### src/rtl/pdatapath_exec_ctrl_pkg.sv
// ---------------------------------------------------------------------------
// pdatapath_exec_ctrl_pkg
// Shared definitions for the datapath execution sequencer:
//   exec_state_e     sequencer state encoding (IDLE / RUN / HALTED)
//   HALT_OP_DEFAULT  opcode that stops free-run until reset
//   div_width()      counter width needed for a clock divider of a given ratio
// ---------------------------------------------------------------------------
package pdatapath_exec_ctrl_pkg;

   typedef enum logic [1:0] {
      ST_IDLE   = 2'b00,
      ST_RUN    = 2'b01,
      ST_HALTED = 2'b10
   } exec_state_e;

   localparam logic [3:0] HALT_OP_DEFAULT = 4'hF;

   // Width of a counter that must hold 0..div-1; never narrower than one bit.
   function automatic int unsigned div_width(input int unsigned div);
      return (div <= 2) ? 1 : $clog2(div);
   endfunction

endpackage

### src/rtl/pdatapath_exec_ctrl_tick_gen.sv
// ---------------------------------------------------------------------------
// pdatapath_exec_ctrl_tick_gen
// Free-running prescaler for RUN mode. Counts 0..DIV-1 and wraps; tick is
// high while the count sits at DIV-1 (the terminal count).
// Ports:
//   clk    in   system clock
//   rst    in   asynchronous reset, active-high
//   clear  in   synchronous clear; holds the count at 0 and masks tick
//   tick   out  terminal-count indication
// ---------------------------------------------------------------------------
module pdatapath_exec_ctrl_tick_gen
   import pdatapath_exec_ctrl_pkg::*;
#(
   parameter int unsigned DIV = 4
) (
   input  logic clk,
   input  logic rst,
   input  logic clear,
   output logic tick
);

   localparam int unsigned W = div_width(DIV);
   localparam logic [W-1:0] LAST = W'(DIV - 1);

   logic [W-1:0] count;

   always_ff @(posedge clk or posedge rst) begin
      if (rst) begin
         count <= '0;
      end else if (clear || count == LAST) begin
         count <= '0;
      end else begin
         count <= count + W'(1);
      end
   end

   // Masking with clear keeps a stale terminal count from firing on the
   // same cycle RUN is being abandoned.
   assign tick = ~clear & (count == LAST);

endmodule

### src/rtl/pdatapath_exec_ctrl.sv
// ---------------------------------------------------------------------------
// pdatapath_exec_ctrl
// Execution sequencer for the single-cycle 8-bit datapath. The datapath runs
// on clk and commits an instruction only on cycles where adv_en is high.
// Supports pushbutton single-step, divided-rate free-run, a PC breakpoint and
// a halt opcode.
// Ports:
//   clk          in   system clock
//   rst_general  in   asynchronous reset, active-high
//   step_btn     in   debounced step button level (steps on rising edge)
//   run_sw       in   1 requests free-run
//   bp_en        in   breakpoint enable
//   bp_addr      in   breakpoint PC
//   pc           in   current PC
//   opcode       in   opcode of the current instruction
//   adv_en       out  one-cycle commit enable
//   state        out  00 IDLE, 01 RUN, 10 HALTED
//   halted       out  1 while HALTED
//   retired      out  number of adv_en pulses, saturating
// ---------------------------------------------------------------------------
module pdatapath_exec_ctrl
   import pdatapath_exec_ctrl_pkg::*;
#(
   parameter int unsigned PC_W    = 8,
   parameter int unsigned CNT_W   = 16,
   parameter int unsigned RUN_DIV = 25000000,
   parameter logic [3:0]  HALT_OP = HALT_OP_DEFAULT
) (
   input  logic             clk,
   input  logic             rst_general,
   input  logic             step_btn,
   input  logic             run_sw,
   input  logic             bp_en,
   input  logic [PC_W-1:0]  bp_addr,
   input  logic [PC_W-1:0]  pc,
   input  logic [3:0]       opcode,
   output logic             adv_en,
   output logic [1:0]       state,
   output logic             halted,
   output logic [CNT_W-1:0] retired
);

   exec_state_e state_q, state_d;
   logic        step_q;
   logic        step_rise;
   logic        bp_skip_q, bp_skip_d;
   logic        bp_hit;
   logic        adv_d;
   logic        halted_d;
   logic        prescale_clear;
   logic        tick;

   assign step_rise = step_btn & ~step_q;

   // bp_skip suppresses the breakpoint for the first instruction after
   // entering RUN, so free-run can resume from the breakpoint PC itself.
   assign bp_hit = bp_en & (pc == bp_addr) & ~bp_skip_q;

   // The prescaler only runs while RUN is held; leaving RUN always restarts
   // the count so the first commit after re-entry is a full period away.
   assign prescale_clear = (state_q != ST_RUN) | ~run_sw;

   pdatapath_exec_ctrl_tick_gen #(
      .DIV (RUN_DIV)
   ) u_tick_gen (
      .clk   (clk),
      .rst   (rst_general),
      .clear (prescale_clear),
      .tick  (tick)
   );

   // Next-state logic. Dropping run_sw beats a terminal count; at a terminal
   // count the halt opcode beats the breakpoint, which beats a commit.
   always_comb begin
      state_d   = state_q;
      bp_skip_d = bp_skip_q;
      adv_d     = 1'b0;
      case (state_q)
         ST_IDLE: begin
            if (run_sw) begin
               state_d   = ST_RUN;
               bp_skip_d = 1'b1;
            end else if (step_rise) begin
               adv_d = 1'b1;
            end
         end
         ST_RUN: begin
            if (!run_sw) begin
               state_d = ST_IDLE;
            end else if (tick) begin
               if (opcode == HALT_OP) begin
                  state_d = ST_HALTED;
               end else if (bp_hit) begin
                  state_d = ST_IDLE;
               end else begin
                  adv_d     = 1'b1;
                  bp_skip_d = 1'b0;
               end
            end
         end
         ST_HALTED: begin
            state_d = ST_HALTED;
         end
         default: begin
            state_d = ST_IDLE;
         end
      endcase
      halted_d = (state_d == ST_HALTED);
   end

   // State register and registered outputs; retired counts the pulses
   // already presented on adv_en and sticks at all-ones.
   always_ff @(posedge clk or posedge rst_general) begin
      if (rst_general) begin
         state_q   <= ST_IDLE;
         step_q    <= 1'b0;
         bp_skip_q <= 1'b0;
         adv_en    <= 1'b0;
         halted    <= 1'b0;
         retired   <= '0;
      end else begin
         state_q   <= state_d;
         step_q    <= step_btn;
         bp_skip_q <= bp_skip_d;
         adv_en    <= adv_d;
         halted    <= halted_d;
         if (adv_en && retired != '1) begin
            retired <= retired + CNT_W'(1);
         end
      end
   end

   assign state = state_q;

endmodule

### config.mk
export PLATFORM = sky130hd
export DESIGN_NAME = pdatapath_exec_ctrl
export DESIGN_NICKNAME = d
export VERILOG_FILES = /design/src/rtl/pdatapath_exec_ctrl_pkg.sv /design/src/rtl/pdatapath_exec_ctrl_tick_gen.sv /design/src/rtl/pdatapath_exec_ctrl.sv
export SDC_FILE = /design/constraint.sdc
export NUM_CORES = 1
export LEC_CHECK = 0
export ABC_AREA = 0
export ABC_CLOCK_PERIOD_IN_PS = 4500
export CAP_MARGIN = 5
export CORE_MARGIN = 5
export CORE_UTILIZATION = 56
export CTS_CLUSTER_SIZE = 20
export DETAILED_ROUTE_END_ITERATION = 10
export PLACE_DENSITY_LB_ADDON = 0.12
export SYNTH_ARGS = -nofsm -noshare
export SYNTH_HDL_FRONTEND = slang
export SYNTH_SLANG_ARGS = --single-unit
### constraint.sdc
create_clock -name clk -period 4.5 [get_ports clk]
set_input_delay 0.9 -clock clk [delete_from_list [all_inputs] [get_ports clk]]
set_output_delay 0.9 -clock clk [all_outputs]
set_load 0.005 [all_outputs]
==> results.txt <==
----------------------------------------------------
[Status]
  Run status ... complete, no violations

[Final layout]
  Number of antenna diodes ... 0
  Area grow syn2layout ... 25.08%
  Final standard cell utilization of the core ... 73.67%
  Layout cells sized above 1 ... 6.969%
  Final net count ... 313
  Fill cell count ... 307

[Floorplanning]
  Die height ... 75.33 um
  Number of placed I/O pins ... 45
  Core box area ... 4058 um^2
  Starting density of the core ... 58.90%
  Die X-Extent ... 75.33 um
  Die outline area ... 5674 um^2
  Core Rows ... 23

[CTS]
  Number of buffers created by CTS ... 5
  Hold Buf Count CTS ... 0
  Buffer type at the clock tree root ... clkbuf_8
  Latest clock arrival within the worst-skew pair ... 0.30 ns
  TritonCTS clock tree ... yes
  Post-CTS repair timing setup buffer count ... 0
  Clock slew at the register clock pins of the worst setup and hold paths ... 0.09 ns
  Count of instances resized after the clock tree is built ... 0
  Clock Sink Count ... 47
  Number of levels the H-tree was split into ... 2
  Maximum number of buffers from clock root to sink ... 2

[STA]
  Peak clock frequency supported by timing ... 0.4507 GHz
  RSZ-0062 raised after global routing ... false
  Min cycle time layout ... 2.219 ns
  Number of pins with negative max-slew slack in the final report ... 0
  Total negative slack for setup checks ... 0 ns
  Transition at the pin with the smallest max-transition slack ... 0.9266 ns
  Final worst-path setup slack ... 2.281 ns
  Final period util ... 49.30%
  Final number of setup-violating endpoints ... 0
  Fin. Hold Viols ... 0
  Worst-case clock skew ... 0.006784 ns
  Worst slew margin ... 38.13%

[Setup path]
  Logic depth of the worst register-to-register path ... 6
  Critical path required time ... 3.60 ns
  Endpoint of the worst setup timing path ... retired[14]
  Maximum fanout count along the critical path ... 5
  Worst reg2reg path endpoint ... u_tick_gen.count[12]
  Type of element capturing the critical path ... primary output
  Master of the slowest instance on the critical path ... clkdlybuf4s50_1
  Number of gates on the worst path with buffers counted ... 1
  Internal reg-to-reg setup slack ... 2.43 ns
  Crit path launch ... retired[14]
  Worst setup path category ... reg -> out
  Delay of the slowest cell on the worst path ... 0.55 ns
  Arrival time at the worst endpoint ... 1.32 ns
  Buffers plus inverters on the worst setup path ... 1
  Cell-by-cell trace of the critical path ... clkdlybuf4s50_1
  Critical path launch point type ... register
  Cell family contributing the most delay on the critical path ... buffers and inverters
  Origin of the critical flop-to-flop path ... u_tick_gen.count[0]

[Route]
  Post-detailed-route via-to-cell ratio ... 5.404
  DRT Wirelength ... 4590 um
  Routed wire per std cell ... 13.62 um
  Vias after detailed routing ... 1,821
  Antenna-violating nets left ... 0
  Length of the first detailed-routing pass in iterations ... 4
  Initial detailed-routing violation count ... 51
  Number of remaining DRC errors ... 0

[Global routing]
  Grt total ovfl ... 0
  Overall Global Routing Usage ... 18.43%
  Number of antenna violations at the first check in global routing ... 0
  Pin count of the biggest net entering global routing ... 48
  First-pass GRT wire length ... 8086 um
  Via count of the first global-routing pass ... 1,821

[Synthesis]
  Netlist cell types ... 36
  Yosys top cell area share ... 49.21%
  Number of nets produced by synthesis ... 265
  Sequential cell area fraction in the yosys report ... 49.21%
  Synthesis-stage register bit count ... 47
  Gate count of the mapped netlist ... 238
  Per-instance average area after synthesis ... 10.04 um^2
  Cell type with the highest aggregate area in the netlist ... dfrtp_1
  Synth warnings ... 0
  Main area contributors after synthesis ... dfrtp_1 49%, xnor2_1 8.1%, nor2_1 7.4%
  Netlist Area Pre-Place ... 2390 um^2

[Place]
  Routability Congestion ... 0.8304
  Number of input and output port buffers inserted ... 44
  Post-placement setup slack ... 2.156 ns
  Post-detailed-placement half-perimeter wirelength ... 3435 um

[Power]
  Internal Dissipation ... 0.6807 mW
  Reported leakage power ... 1.245 nW
  Combinational Power Share ... 13.2%
  Power, Total ... 0.9004 mW
  Sw Ratio ... 24.40%
  Portion of total power attributed to the clock network ... 35.0%
  Switching power of the nets ... 0.2197 mW
  Share of total power in sequential cells ... 51.9%
  VDD IR max ... 188.4 uV
  Pwr dens ... 301.2 nW/um^2

[Flow run]
  Number of maximum-capacitance constraint violations ... 0

[Min path]
  Hold crit path type ... reg -> reg

----------------------------------------------------
## power groups by stage
stage,Clock (mW),Combinational (mW),Sequential [mW]
2_1_floorplan,0,0.0520,0.472
3_3_place_gp,0,0.118,0.473
3_5_place_dp,0,0.121,0.475
4_1_cts,0.322,0.121,0.467
5_1_grt,0.338,0.137,0.470
6_report,0.315,0.119,0.467
## metal layers
layer,track usage (%),vias up,share of wire (%)
met5,0,-,0
met4,7.573,0,1.9
met3,3.166,11,3.9
met2,31.45,30,50
met1,23.20,867,44
li1,-,913,-
## cell type report
type	count	area, um^2	share of cell area, %
repair buffers	44	440.4	14.73
clock buffers	5	68.82	2.302
multi-input cells	178	1156	38.68
well taps	50	62.56	2.093
inverters	10	37.54	1.256
clock inverters	3	47.55	1.591
flip-flops and latches	47	1176	39.35
## cell usage in the layout, fill, tap and decap left out, drive strengths merged
cell	Yosys	layout
and3	3	3
o21ai	1	1
a22o	2	2
o21a	2	2
nor4b	2	2
o41ai	1	1
mux2	1	1
nor2b	1	1
bufinv	0	1
nand2	14	14
nor3	8	8
a21oi	4	4
or3	1	1
and4	3	3
xor2	19	19
nor2	47	47
ha	2	2
clkbuf	0	5
xnor2	22	22
clkdlybuf4s50	0	44
a222oi	1	1
dfrtp	47	47
nor4	7	7
nand3	18	18
nand2b	3	3
or4b	1	1
nand4	11	11
o2111a	1	1
clkinv	0	1
and2	3	3
inv	10	11
## flip-flops by register name, indices dropped and copies added (netlist names)
| signal | cells |
|---|---|
| u_tick_gen.count | 25 |
| adv_en | 1 |
| bp_skip_q | 1 |
| halted | 1 |
| state | 2 |
| step_q | 1 |
| retired | 16 |
## cell families (layout without fill, tap and decap cells)
family | after synthesis | count (layout) | share of synthesized area [%]
XOR/XNOR | 41 | 41 | 15.03
adder cells (fa/ha/maj) | 2 | 2 | 1.047
buffers and inverters | 13 | 62 | 2.408
AO/OA/AOI/OAI | 12 | 12 | 4.450
multiplexers | 1 | 1 | 0.6281
flip-flops | 47 | 47 | 49.21
AND/OR/NAND/NOR | 122 | 122 | 27.23
## Yosys cell counts
cell type  number
dfrtp_1        47
nor2_1         47
xnor2_1        22
xor2_1         19
nand3_1        17
nand2_1        13
inv_1          10
nand4_1         9
nor3_1          7
nor4_1          7
a21oi_1         4
and2_1          3
nand2b_1        3
a22o_1          2
and3_1          2
and4_1          2
buf_4           2
ha_1            2
nor4b_1         2
o21a_1          2
a222oi_1        1
and3_2          1
and4_4          1
buf_2           1
mux2_4          1
nand2_2         1
nand3_4         1
nand4_2         1
nand4_4         1
nor2b_1         1
nor3_4          1
o2111a_1        1
o21ai_0         1
o41ai_4         1
or3_4           1
or4b_2          1
## per-stage QoR
step	cell area, um^2	instances	hold slack [ns]
6_report	2989	337	0.4947
5_1_grt	2989	337	0.5206
4_1_cts	2989	337	0.5003
3_5_place_dp	2873	329	0.4853
3_3_place_gp	2873	329	0.4832
2_1_floorplan	2390	238	0.4728
## worst min path at each step
stage | startpoint | end | slack, ns | depth (start not counted)
floorplan | state[1] | adv_en | 0.47 | 1
global placement | retired[13] | retired[13] | 0.48 | 1
detailed placement | retired[13] | retired[13] | 0.49 | 1
CTS | retired[13] | retired[13] | 0.50 | 1
global route | retired[13] | retired[13] | 0.52 | 1
finish | retired[13] | retired[13] | 0.49 | 1
Note: power is estimated with default switching activity, not from simulation.
